--- config.mk ---
export PLATFORM = sky130hd
export DESIGN_NAME = inst_fetch_flat
export DESIGN_NICKNAME = d
export VERILOG_FILES = /design/src/rtl/inst_fetch_if.sv /design/src/rtl/inst_fetch.sv /design/src/flat_wrapper.sv
export SDC_FILE = /design/constraint.sdc
export NUM_CORES = 1
export LEC_CHECK = 0
export CAP_MARGIN = 10
export CORE_MARGIN = 2
export CORE_UTILIZATION = 38
export CTS_CLUSTER_SIZE = 10
export DETAILED_ROUTE_END_ITERATION = 16
export PLACE_DENSITY = 0.8
export SYNTH_ARGS = -nofsm -noshare
export SYNTH_HDL_FRONTEND = slang
export SYNTH_SLANG_ARGS = --single-unit
export TNS_END_PERCENT = 10
--- constraint.sdc ---
create_clock -name clk -period 2.5 [get_ports clk]
set_input_delay 0.25 -clock clk [delete_from_list [all_inputs] [get_ports clk]]
set_output_delay 0.25 -clock clk [all_outputs]
set_load 0.005 [all_outputs]
--- src/rtl/inst_fetch_if.sv ---
// ============================================================================
// Module   : inst_fetch_if
// Purpose  : Groups the instruction fetch unit's bus signals into one bundle:
//            the PC handshake, the memory read-address and read-data
//            channels, and the handshake to decode.
// Revision : 1.0 - initial release
// ----------------------------------------------------------------------------
// Modports:
//   master - the fetch unit's side. It receives pc/pc_if_valid, arready,
//            rdata/rresp/rvalid and id_ready, and it drives everything else.
//   slave  - the side seen by the PC register, memory and decode (the
//            environment).
// Signals:
//   pc, pc_if_valid, if_ready          : PC -> fetch handshake
//   araddr, arvalid, arready           : read-address channel
//   rdata, rresp, rvalid, rready       : read-data channel
//   inst, inst_pc, inst_fault          : fetched word to decode
//   id_valid, id_ready                 : fetch -> decode handshake
// ============================================================================
`default_nettype none

interface inst_fetch_if #(
  parameter int ADDR_W = 32,
  parameter int DATA_W = 32
);
  logic [ADDR_W-1:0] pc;
  logic              pc_if_valid;
  logic              if_ready;

  logic [ADDR_W-1:0] araddr;
  logic              arvalid;
  logic              arready;

  logic [DATA_W-1:0] rdata;
  logic [1:0]        rresp;
  logic              rvalid;
  logic              rready;

  logic [DATA_W-1:0] inst;
  logic [ADDR_W-1:0] inst_pc;
  logic              inst_fault;
  logic              id_valid;
  logic              id_ready;

  modport master (
    input  pc, pc_if_valid, arready, rdata, rresp, rvalid, id_ready,
    output if_ready, araddr, arvalid, rready, inst, inst_pc, inst_fault, id_valid
  );

  modport slave (
    output pc, pc_if_valid, arready, rdata, rresp, rvalid, id_ready,
    input  if_ready, araddr, arvalid, rready, inst, inst_pc, inst_fault, id_valid
  );
endinterface

`default_nettype wire

--- src/rtl/inst_fetch.sv ---
// ============================================================================
// Module   : inst_fetch
// Purpose  : Single-outstanding instruction fetch unit. It accepts a PC and
//            issues one read on the instruction-memory channel. It then
//            returns the fetched word, with its address and a fault flag,
//            to decode.
// Revision : 1.0 - initial release
// ----------------------------------------------------------------------------
// Ports:
//   clk  : clock, rising edge
//   rst  : asynchronous, active-high reset
//   bus  : inst_fetch_if.master (PC handshake, AR/R channels, decode handshake)
// Parameters:
//   ADDR_W : instruction address width (default 32)
//   DATA_W : instruction word width    (default 32)
// Build option:
//   IFU_ACCESS_FAULT_EN : when defined, a misaligned PC (pc[1:0] != 0) or a
//   read response with rresp != 0 returns a NOP (addi x0,x0,0) with
//   inst_fault=1. A misaligned PC issues no memory read. When the macro is
//   undefined, inst_fault is tied to 0 and rresp is not used.
// ============================================================================
`default_nettype none

module inst_fetch #(
  parameter int ADDR_W = 32,
  parameter int DATA_W = 32
) (
  input  wire logic    clk,
  input  wire logic    rst,
  inst_fetch_if.master bus
);

  typedef enum logic [1:0] {
    IDLE = 2'd0,
    ADDR = 2'd1,
    DATA = 2'd2,
    OUT  = 2'd3
  } state_t;

  state_t            r_state;
  logic              r_if_ready;
  logic              r_arvalid;
  logic              r_rready;
  logic              r_id_valid;
  logic [ADDR_W-1:0] r_araddr;
  logic [ADDR_W-1:0] r_inst_pc;
  logic [DATA_W-1:0] r_inst;

`ifdef IFU_ACCESS_FAULT_EN
  localparam logic [DATA_W-1:0] c_NOP_INST = DATA_W'(32'h0000_0013);

  logic r_inst_fault;
  logic w_pc_misaligned;
  logic w_rd_error;

  assign w_pc_misaligned = (bus.pc[1:0] != 2'b00);
  assign w_rd_error      = (bus.rresp != 2'b00);
  assign bus.inst_fault  = r_inst_fault;
`else
  // The response code has no meaning without fault reporting.
  logic w_unused;
  assign w_unused       = ^bus.rresp;
  assign bus.inst_fault = 1'b0;
`endif

  // Every output comes straight from a register. Each state arc updates the
  // outputs together with the state, so the outputs always match the state
  // being entered.
  always_ff @(posedge clk or posedge rst) begin
    if (rst) begin
      r_state      <= IDLE;
      r_if_ready   <= 1'b1;
      r_arvalid    <= 1'b0;
      r_rready     <= 1'b0;
      r_id_valid   <= 1'b0;
      r_araddr     <= '0;
      r_inst_pc    <= '0;
      r_inst       <= '0;
`ifdef IFU_ACCESS_FAULT_EN
      r_inst_fault <= 1'b0;
`endif
    end else begin
      case (r_state)
        IDLE: begin
          // if_ready is high in IDLE, so pc_if_valid alone completes the
          // handshake.
          if (bus.pc_if_valid) begin
            r_inst_pc  <= bus.pc;
            r_if_ready <= 1'b0;
`ifdef IFU_ACCESS_FAULT_EN
            if (w_pc_misaligned) begin
              // Misaligned PC: no memory access. Hand a faulting NOP
              // straight to decode.
              r_inst       <= c_NOP_INST;
              r_inst_fault <= 1'b1;
              r_id_valid   <= 1'b1;
              r_state      <= OUT;
            end else begin
              r_inst_fault <= 1'b0;
              r_araddr     <= bus.pc;
              r_arvalid    <= 1'b1;
              r_state      <= ADDR;
            end
`else
            r_araddr  <= bus.pc;
            r_arvalid <= 1'b1;
            r_state   <= ADDR;
`endif
          end
        end

        ADDR: begin
          if (bus.arready) begin
            r_arvalid <= 1'b0;
            r_rready  <= 1'b1;
            r_state   <= DATA;
          end
        end

        DATA: begin
          if (bus.rvalid) begin
`ifdef IFU_ACCESS_FAULT_EN
            r_inst       <= w_rd_error ? c_NOP_INST : bus.rdata;
            r_inst_fault <= w_rd_error;
`else
            r_inst       <= bus.rdata;
`endif
            r_rready   <= 1'b0;
            r_id_valid <= 1'b1;
            r_state    <= OUT;
          end
        end

        OUT: begin
          if (bus.id_ready) begin
            r_id_valid <= 1'b0;
            r_if_ready <= 1'b1;
            r_state    <= IDLE;
          end
        end

        default: begin
          r_state    <= IDLE;
          r_if_ready <= 1'b1;
          r_arvalid  <= 1'b0;
          r_rready   <= 1'b0;
          r_id_valid <= 1'b0;
        end
      endcase
    end
  end

  assign bus.if_ready = r_if_ready;
  assign bus.arvalid  = r_arvalid;
  assign bus.araddr   = r_araddr;
  assign bus.rready   = r_rready;
  assign bus.id_valid = r_id_valid;
  assign bus.inst     = r_inst;
  assign bus.inst_pc  = r_inst_pc;

endmodule

`default_nettype wire

--- src/flat_wrapper.sv ---
// flat-port wrapper written by rule: the top's interface ports become plain ports
module inst_fetch_flat 
#(
  parameter int ADDR_W = 32,
  parameter int DATA_W = 32
)
  (clk, rst, bus_pc, bus_pc_if_valid, bus_arready, bus_rdata, bus_rresp, bus_rvalid, bus_id_ready, bus_if_ready, bus_araddr, bus_arvalid, bus_rready, bus_inst, bus_inst_pc, bus_inst_fault, bus_id_valid);
  inst_fetch_if #(.ADDR_W(ADDR_W), .DATA_W(DATA_W)) bus_i ();
  input  wire logic clk;
  input  wire logic rst;
  input wire logic [$bits(bus_i.pc)-1:0] bus_pc;
  input wire logic [$bits(bus_i.pc_if_valid)-1:0] bus_pc_if_valid;
  input wire logic [$bits(bus_i.arready)-1:0] bus_arready;
  input wire logic [$bits(bus_i.rdata)-1:0] bus_rdata;
  input wire logic [$bits(bus_i.rresp)-1:0] bus_rresp;
  input wire logic [$bits(bus_i.rvalid)-1:0] bus_rvalid;
  input wire logic [$bits(bus_i.id_ready)-1:0] bus_id_ready;
  output wire logic [$bits(bus_i.if_ready)-1:0] bus_if_ready;
  output wire logic [$bits(bus_i.araddr)-1:0] bus_araddr;
  output wire logic [$bits(bus_i.arvalid)-1:0] bus_arvalid;
  output wire logic [$bits(bus_i.rready)-1:0] bus_rready;
  output wire logic [$bits(bus_i.inst)-1:0] bus_inst;
  output wire logic [$bits(bus_i.inst_pc)-1:0] bus_inst_pc;
  output wire logic [$bits(bus_i.inst_fault)-1:0] bus_inst_fault;
  output wire logic [$bits(bus_i.id_valid)-1:0] bus_id_valid;
  assign bus_i.pc = bus_pc;
  assign bus_i.pc_if_valid = bus_pc_if_valid;
  assign bus_i.arready = bus_arready;
  assign bus_i.rdata = bus_rdata;
  assign bus_i.rresp = bus_rresp;
  assign bus_i.rvalid = bus_rvalid;
  assign bus_i.id_ready = bus_id_ready;
  assign bus_if_ready = bus_i.if_ready;
  assign bus_araddr = bus_i.araddr;
  assign bus_arvalid = bus_i.arvalid;
  assign bus_rready = bus_i.rready;
  assign bus_inst = bus_i.inst;
  assign bus_inst_pc = bus_i.inst_pc;
  assign bus_inst_fault = bus_i.inst_fault;
  assign bus_id_valid = bus_i.id_valid;
  inst_fetch #(.ADDR_W(ADDR_W), .DATA_W(DATA_W)) u_core (.clk(clk), .rst(rst), .bus(bus_i));
endmodule
==> results of run 1 <==
## state kept, by name, summed over array words and instances, names as in the netlist
register / cells
u_core.bus.inst: 32
u_core.bus.inst_pc: 32
u_core.r_state: 2
u_core.bus.if_ready: 1
u_core.bus.arvalid: 1
u_core.bus.rready: 1
u_core.bus.id_valid: 1
## stage by stage
stage,utilization [%],area [um2],total power [uW]
global placement,59.50,4622,5049
detailed placement,59.50,4622,5174
floorplan,-,3053,3530
finish,62.27,4837,6086
CTS,62.27,4837,6182
global route,62.27,4837,6483
## Yosys cell counts (all sizes together)
cell type | count | area [um2]
nand3b | 1 | 7.510
nor2b | 3 | 26.27
o21ai | 3 | 15.01
o2bb2ai | 1 | 8.760
buf | 39 | 277.8
ha | 6 | 75.07
nor2 | 1 | 3.750
a2bb2oi | 1 | 8.760
mux2i | 1 | 10.01
nand2 | 4 | 17.52
dfstp | 1 | 26.28
a22o | 1 | 8.760
mux2 | 65 | 735.7
conb | 1 | 3.750
inv | 5 | 18.77
or2 | 1 | 6.260
a21oi | 4 | 20.02
dfrtp | 69 | 1727
nor3 | 2 | 10.01
nand2b | 3 | 18.77
a2111oi | 1 | 27.53
## kinds of logic after synthesis
logic type,share of synthesized area (%)
AO/OA/AOI/OAI,2.910
buffers and inverters,9.713
AND/OR/NAND/NOR,2.951
flip-flops,57.42
multiplexers,24.43
adder cells (fa/ha/maj),2.459
other,0.1228
## power groups by stage
stage | clock [uW] | sequential [uW] | combinational, uW
after detailed placement | 0 | 2130 | 3050
after global routing | 1070 | 2180 | 3230
after global placement | 0 | 2090 | 2960
after CTS | 1020 | 2110 | 3050
after floorplan | 0 | 2130 | 1400
final | 986 | 2100 | 3000
## layer usage
layer	up-vias	GRT usage, %
met5	-	0
met4	0	6.159
met3	13	6.044
met2	114	28.12
met1	1008	17.49
li1	976	-
## area by class of cell
class	count	area [um2]
sequential	70	1753
clock buffer	12	145.1
timing repair buffer	171	1719
multi-input combinational	99	1003
inverter	5	18.77
tap	102	127.6
clock inverter	4	70.07
fill	615	2930
## critical path, delay by kind of cell (launching register included)
family        cells  cell delay, ns
simple gates      1            0.59
buf+inv           1            0.11
mux               1            0.41
flops             1            0.42
fa+ha+maj         1            0.27
## layout by cell type, fill, tap and decap left out, types with 3 or more instances in the layout
master	instances
inv_1	4
clkbuf_8	10
nand2_1	3
dfrtp_1	69
a21oi_1	4
nand2b_1	3
o21ai_0	3
ha_1	6
clkdlybuf4s50_1	169
mux2_2	64
## worst max path at each step
stage / from / to / slack [ns] / cells after the start
finish: u_core.r_state[0]$_DFFE_PP0P_ / u_core.bus.inst[9]$_DFFE_PP0P_ / 0.56 / 4
global route: u_core.r_state[0]$_DFFE_PP0P_ / u_core.bus.inst[15]$_DFFE_PP0P_ / 0.41 / 4
CTS: u_core.r_state[0]$_DFFE_PP0P_ / u_core.bus.inst[30]$_DFFE_PP0P_ / 0.54 / 4
detailed placement: u_core.r_state[0]$_DFFE_PP0P_ / u_core.bus.inst[30]$_DFFE_PP0P_ / 0.54 / 4
global placement: u_core.r_state[0]$_DFFE_PP0P_ / u_core.bus.inst[22]$_DFFE_PP0P_ / 0.59 / 4
floorplan: rst / u_core.bus.arvalid$_DFFE_PP0P_ / 0.48 / 1
==> flow_summary.json, run 1 <==
{
  "final_cell_count_no_fill": 463,
  "power-per-cell-area_nw_per_um2": 1258,
  "met2_length_um": 3470,
  "io_buffers": 169,
  "swShare_pct": 27.04,
  "setup_viol": 0,
  "slew_viol_final": 0,
  "postCtsHoldBufs": 0,
  "drc_errors": 0,
  "setup_slack_ns": 0.5581,
  "path_cells": "inv_1 -> ha_1 -> nand2_2 -> mux2_2",
  "worstPathArrival_ns": 2.16,
  "num_io_pins": 173,
  "status": "complete, no violations",
  "die_y_um": 93.63,
  "timing.hold.ws_ns": 0.2788,
  "cp.required_ns": 2.72,
  "critPathMaxStageDelay_ns": 0.59,
  "r2r-end": "u_core.bus.inst[9]$_DFFE_PP0P_",
  "dp_slack_ns": 0.5365,
  "reg2reg_from": "u_core.r_state[0]$_DFFE_PP0P_",
  "timing.setup.tns_ns": 0,
  "hold_class": "primary input to async pin",
  "pwr-share-clk_pct": 16.2,
  "die_area_um2": 8767,
  "dr.max_layer_used": "met4",
  "numCtsBuffers": 9,
  "overflow": 0,
  "dr.pass1.iters": 4,
  "grt_max_degree": 71,
  "fmax_ghz": 0.5150,
  "initial_core_util_pct": 39.30,
  "grt_usage_pct": 16.01,
  "worstSetupPathType": "flip-flop to flip-flop",
  "synth_seq_cells": 70,
  "yosysSeqAreaShare_pct": 57.42,
  "syn_area_um2": 3053,
  "core_region_area_um2": 7767,
  "p_leak_uw": 0.002023,
  "first_global_vias": 2172,
  "grt_pass1_wl_um": 10730,
  "p_sw_uw": 1646,
  "worst_r2r_path_depth": 4,
  "antenna_found_initial": 0,
  "cap_violations": 0,
  "cp_slowest_cell": "nand2_2",
  "seqPwrFrac_pct": 34.5,
  "ctsResizeCount": 0,
  "diodes": 0,
  "dp_hpwl_um": 5204,
  "crit_path_start_kind": "flip-flop",
  "syn_nets": 291,
  "cts_tree": "yes",
  "wl_met1_um": 2575,
  "rows": 32,
  "clk_pin_slew_ns": 0.07,
  "hold_violations": 0,
  "globalplace.congestion": 0.7356,
  "synthCells": 213,
  "power_frac_comb_pct": 49.3,
  "cts_setup_buffers": 0,
  "cts.sinks": 70,
  "tightest_slew_ns": 0.7867,
  "fin_skew_ns": 0.008207,
  "vdd_drop_max_mv": 0.5839,
  "via_per_inst": 4.559,
  "crit_fanout": 33,
  "ant_nets": 0,
  "wire_per_inst_um": 14.86,
  "htreeDepth": 3,
  "root_buffer": "clkbuf_8",
  "rsz0062_at_grt": "false",
  "slew_headroom_pct": 47.37,
  "areaGrowthSynthToFinish_pct": 58.44,
  "r2r_slack_ns": 0.56,
  "met3_length_um": 709,
  "vias": 2111,
  "detail_route.iter0.violations": 69,
  "timing.final.crit_share_pct": 77.67,
  "nets": 434,
  "synth_cell_types": 25,
  "fp.dieW_um": 93.63,
  "place_inst": 447,
  "p_int_uw": 4441,
  "clk_latency_ns": 0.34,
  "yosys_warnings": 0,
  "endpoint_kind": "flip-flop",
  "syn_avg_cell_area_um2": 14.33,
  "wl_um": 6880,
  "clock_path_buffers": 2,
  "drive_gt1_share_pct": 24.10,
  "fin_crit_ns": 1.942
}
(Power assumes the default switching activity.)
==> inputs of run 2 (changes only) <==
--- a/config.mk
+++ b/config.mk
@@ -7,10 +7,10 @@
 export LEC_CHECK = 0
 export CAP_MARGIN = 10
 export CORE_MARGIN = 2
-export CORE_UTILIZATION = 38
+export CORE_UTILIZATION = 35
 export CTS_CLUSTER_SIZE = 10
 export DETAILED_ROUTE_END_ITERATION = 16
-export PLACE_DENSITY = 0.8
+export PLACE_DENSITY = 0.77
 export SYNTH_ARGS = -nofsm -noshare
 export SYNTH_HDL_FRONTEND = slang
 export SYNTH_SLANG_ARGS = --single-unit
==> constraint.sdc (replaced) <==
create_clock -name clk -period 1.65 [get_ports clk]
set_input_delay 0.165 -clock clk [delete_from_list [all_inputs] [get_ports clk]]
set_output_delay 0.165 -clock clk [all_outputs]
set_load 0.005 [all_outputs]
==> run 2 against run 1 <==
  * Sequential share of layout area fell by 1.2 points
  * Sequential cell count did not move
  * Non-clock buffer count rose by 10
  * Core utilization fell by 4.0 points
  * Setup slack got worse by 0.55 ns
  * Critical path depth rose by 1
  * Via count rose by 3.1%
  * Fmax rose by 19%
  * Clock skew fell by 0.0012 ns
  * Register-to-register slack got worse by 0.55 ns
  * Die area rose by 8.2%
  * Cell area rose by 3.6%
  * Largest cell class is now buffers
==> flow_summary.json, run 2 (synthesis gave the netlist of run 1 again) <==
{
  "status": "complete, no violations",
  "cap_violations": 0,
  "rsz0062_at_grt": "true",
  "worstSetupPathType": "flip-flop to flip-flop",
  "hold_violations": 0,
  "hold_class": "primary input to async pin",
  "worstPathArrival_ns": 1.85,
  "first_global_vias": 2287,
  "drive_gt1_share_pct": 28.57,
  "crit_fanout": 3,
  "dr.pass1.iters": 4,
  "cts.sinks": 70,
  "cp.required_ns": 1.87,
  "cp_slowest_cell": "dfrtp_1",
  "path_cells": "buf_6 -> ha_4 -> nor2b_4 -> a2111oi_4 -> mux2_4",
  "htreeDepth": 3,
  "areaGrowthSynthToFinish_pct": 64.10,
  "fin_skew_ns": 0.007047,
  "numCtsBuffers": 9,
  "reg2reg_from": "u_core.r_state[1]$_DFFE_PP0P_",
  "pwr-share-clk_pct": 15.9,
  "core_region_area_um2": 8593,
  "endpoint_kind": "flip-flop",
  "swShare_pct": 27.22,
  "timing.hold.ws_ns": 0.05076,
  "crit_path_start_kind": "flip-flop",
  "vdd_drop_max_mv": 0.8921,
  "power-per-cell-area_nw_per_um2": 1908,
  "rows": 34,
  "clk_pin_slew_ns": 0.08,
  "setup_viol": 0,
  "nFillCells": 724,
  "seqPwrFrac_pct": 33.3,
  "num_io_pins": 173,
  "overflow": 0,
  "multi_input_area_um2": 1050,
  "grt_max_degree": 69,
  "io_buffers": 169,
  "nets": 444,
  "globalplace.congestion": 0.7819,
  "p_sw_uw": 2602,
  "initial_core_util_pct": 35.53,
  "diodes": 0,
  "layout_common_cells": "169 x clkdlybuf4s50_1, 69 x dfrtp_1, 64 x mux2_2",
  "drc_errors": 0,
  "die_area_um2": 9486,
  "fmax_ghz": 0.6109,
  "grt_pass1_wl_um": 10940,
  "cts_tree": "yes",
  "postCtsHoldBufs": 0,
  "via_per_inst": 4.543,
  "fp.dieW_um": 97.40,
  "crit_family": "flip-flops",
  "p_int_uw": 6958,
  "crit_path_start": "u_core.r_state[1]$_DFFE_PP0P_",
  "clock_path_buffers": 2,
  "power.total_uw": 9560,
  "root_buffer": "clkbuf_8",
  "power_frac_comb_pct": 50.8,
  "p_leak_uw": 0.002084,
  "antenna_found_initial": 0,
  "timing.setup.tns_ns": 0,
  "wire_per_inst_um": 14.29,
  "layout.cells.most_common": "clkdlybuf4s50_1",
  "grt_usage_pct": 14.43,
  "ant_nets": 0,
  "detail_route.iter0.violations": 30,
  "clk_latency_ns": 0.33,
  "vias": 2176,
  "slew_viol_final": 0,
  "wl_um": 6847,
  "dp_hpwl_um": 5062,
  "worst-path-buf-inv": 1,
  "timing.final.crit_share_pct": 99.21,
  "fin_crit_ns": 1.637,
  "seq_area_um2": 1753,
  "die_y_um": 97.40,
  "critPathMaxStageDelay_ns": 0.42
}
==> run 2: cell count changes in the layout (fill, tap and decap cells not counted) <==
cell	before	now
buf_6	0	2
ha_1	6	4
buf_4	1	7
ha_4	0	2
a2bb2oi_2	0	1
inv_1	4	2
inv_2	1	2
a2bb2oi_1	1	0
nor2b_1	2	0
clkbuf_1	2	0
buf_12	1	3
clkinvlp_4	0	3
nor2b_4	1	3
==> run 2: power groups by stage <==
stage               logic, uW  registers [uW]  clock network, uW
finish                   4860            3180               1520
CTS                      4790            3190               1580
global route             5200            3320               1640
floorplan                2130            3220                  0
global placement         4640            3160                  0
detailed placement       4720            3230                  0
==> run 2: final timing paths <==
path	slack, ns	to	cells past startpoint
max in group asynchronous	1.04	u_core.bus.if_ready$_DFFE_PP1P_	3
worst max-delay path	0.01	u_core.r_state[1]$_DFFE_PP0P_	5
worst min-delay path	0.05	u_core.bus.rready$_DFFE_PP0P_	2
worst max register to register	0.01	u_core.r_state[1]$_DFFE_PP0P_	5
min in group clk	0.44	u_core.bus.inst_pc[28]$_DFFE_PP0P_	2
worst min register to register	0.50	u_core.bus.inst[0]$_DFFE_PP0P_	1
==> run 2: final cells by class <==
| type | instances | area share [%] |
|---|---|---|
| Timing Repair Buffer | 181 | 36.46 |
| Sequential cell | 70 | 34.99 |
| Multi-Input combinational cell | 99 | 20.95 |
| Clock buffer | 10 | 2.747 |
| Tap cell | 108 | 2.697 |
| Clock inverter | 6 | 1.698 |
| Inverter | 5 | 0.4496 |
==> run 2: stage by stage <==
| step | util (%) | area [um2] | cells | setup slack, ns |
|---|---|---|---|---|
| global route | 58.30 | 5010 | 479 | -0.04718 |
| finish | 58.30 | 5010 | 479 | 0.01308 |
| detailed placement | 54.82 | 4711 | 460 | -0.01256 |
| CTS | 57.62 | 4951 | 478 | 0.02265 |
| global placement | 54.82 | 4711 | 460 | 0.03216 |
| floorplan | - | 3057 | 213 | 0.01865 |
==> run 2: what timing repair did <==
action | 4_1_cts | 5_1_grt
buffers inserted | 2 | 1
pin swaps | 1 | 1
hold endpoints to repair | 0 | 0
gates resized for setup | 1 | 12
setup endpoints to repair | 1 | 14
==> run 2: worst reg2reg max path, stage by stage, from the launching register on <==
cell and delay [ns]:
dfrtp_1 0.42, buf_6 0.14, ha_4 0.16, nor2b_4 0.13, a2111oi_4 0.36, mux2_4 0.33
==> run 2: routing by layer <==
layer	up-vias	wire, um	track usage (%)
li1	995	-	-
met1	1045	2663	16.45
met2	126	3317	23.77
met3	10	745	6.115
met4	0	120	6.197
met5	-	0	0
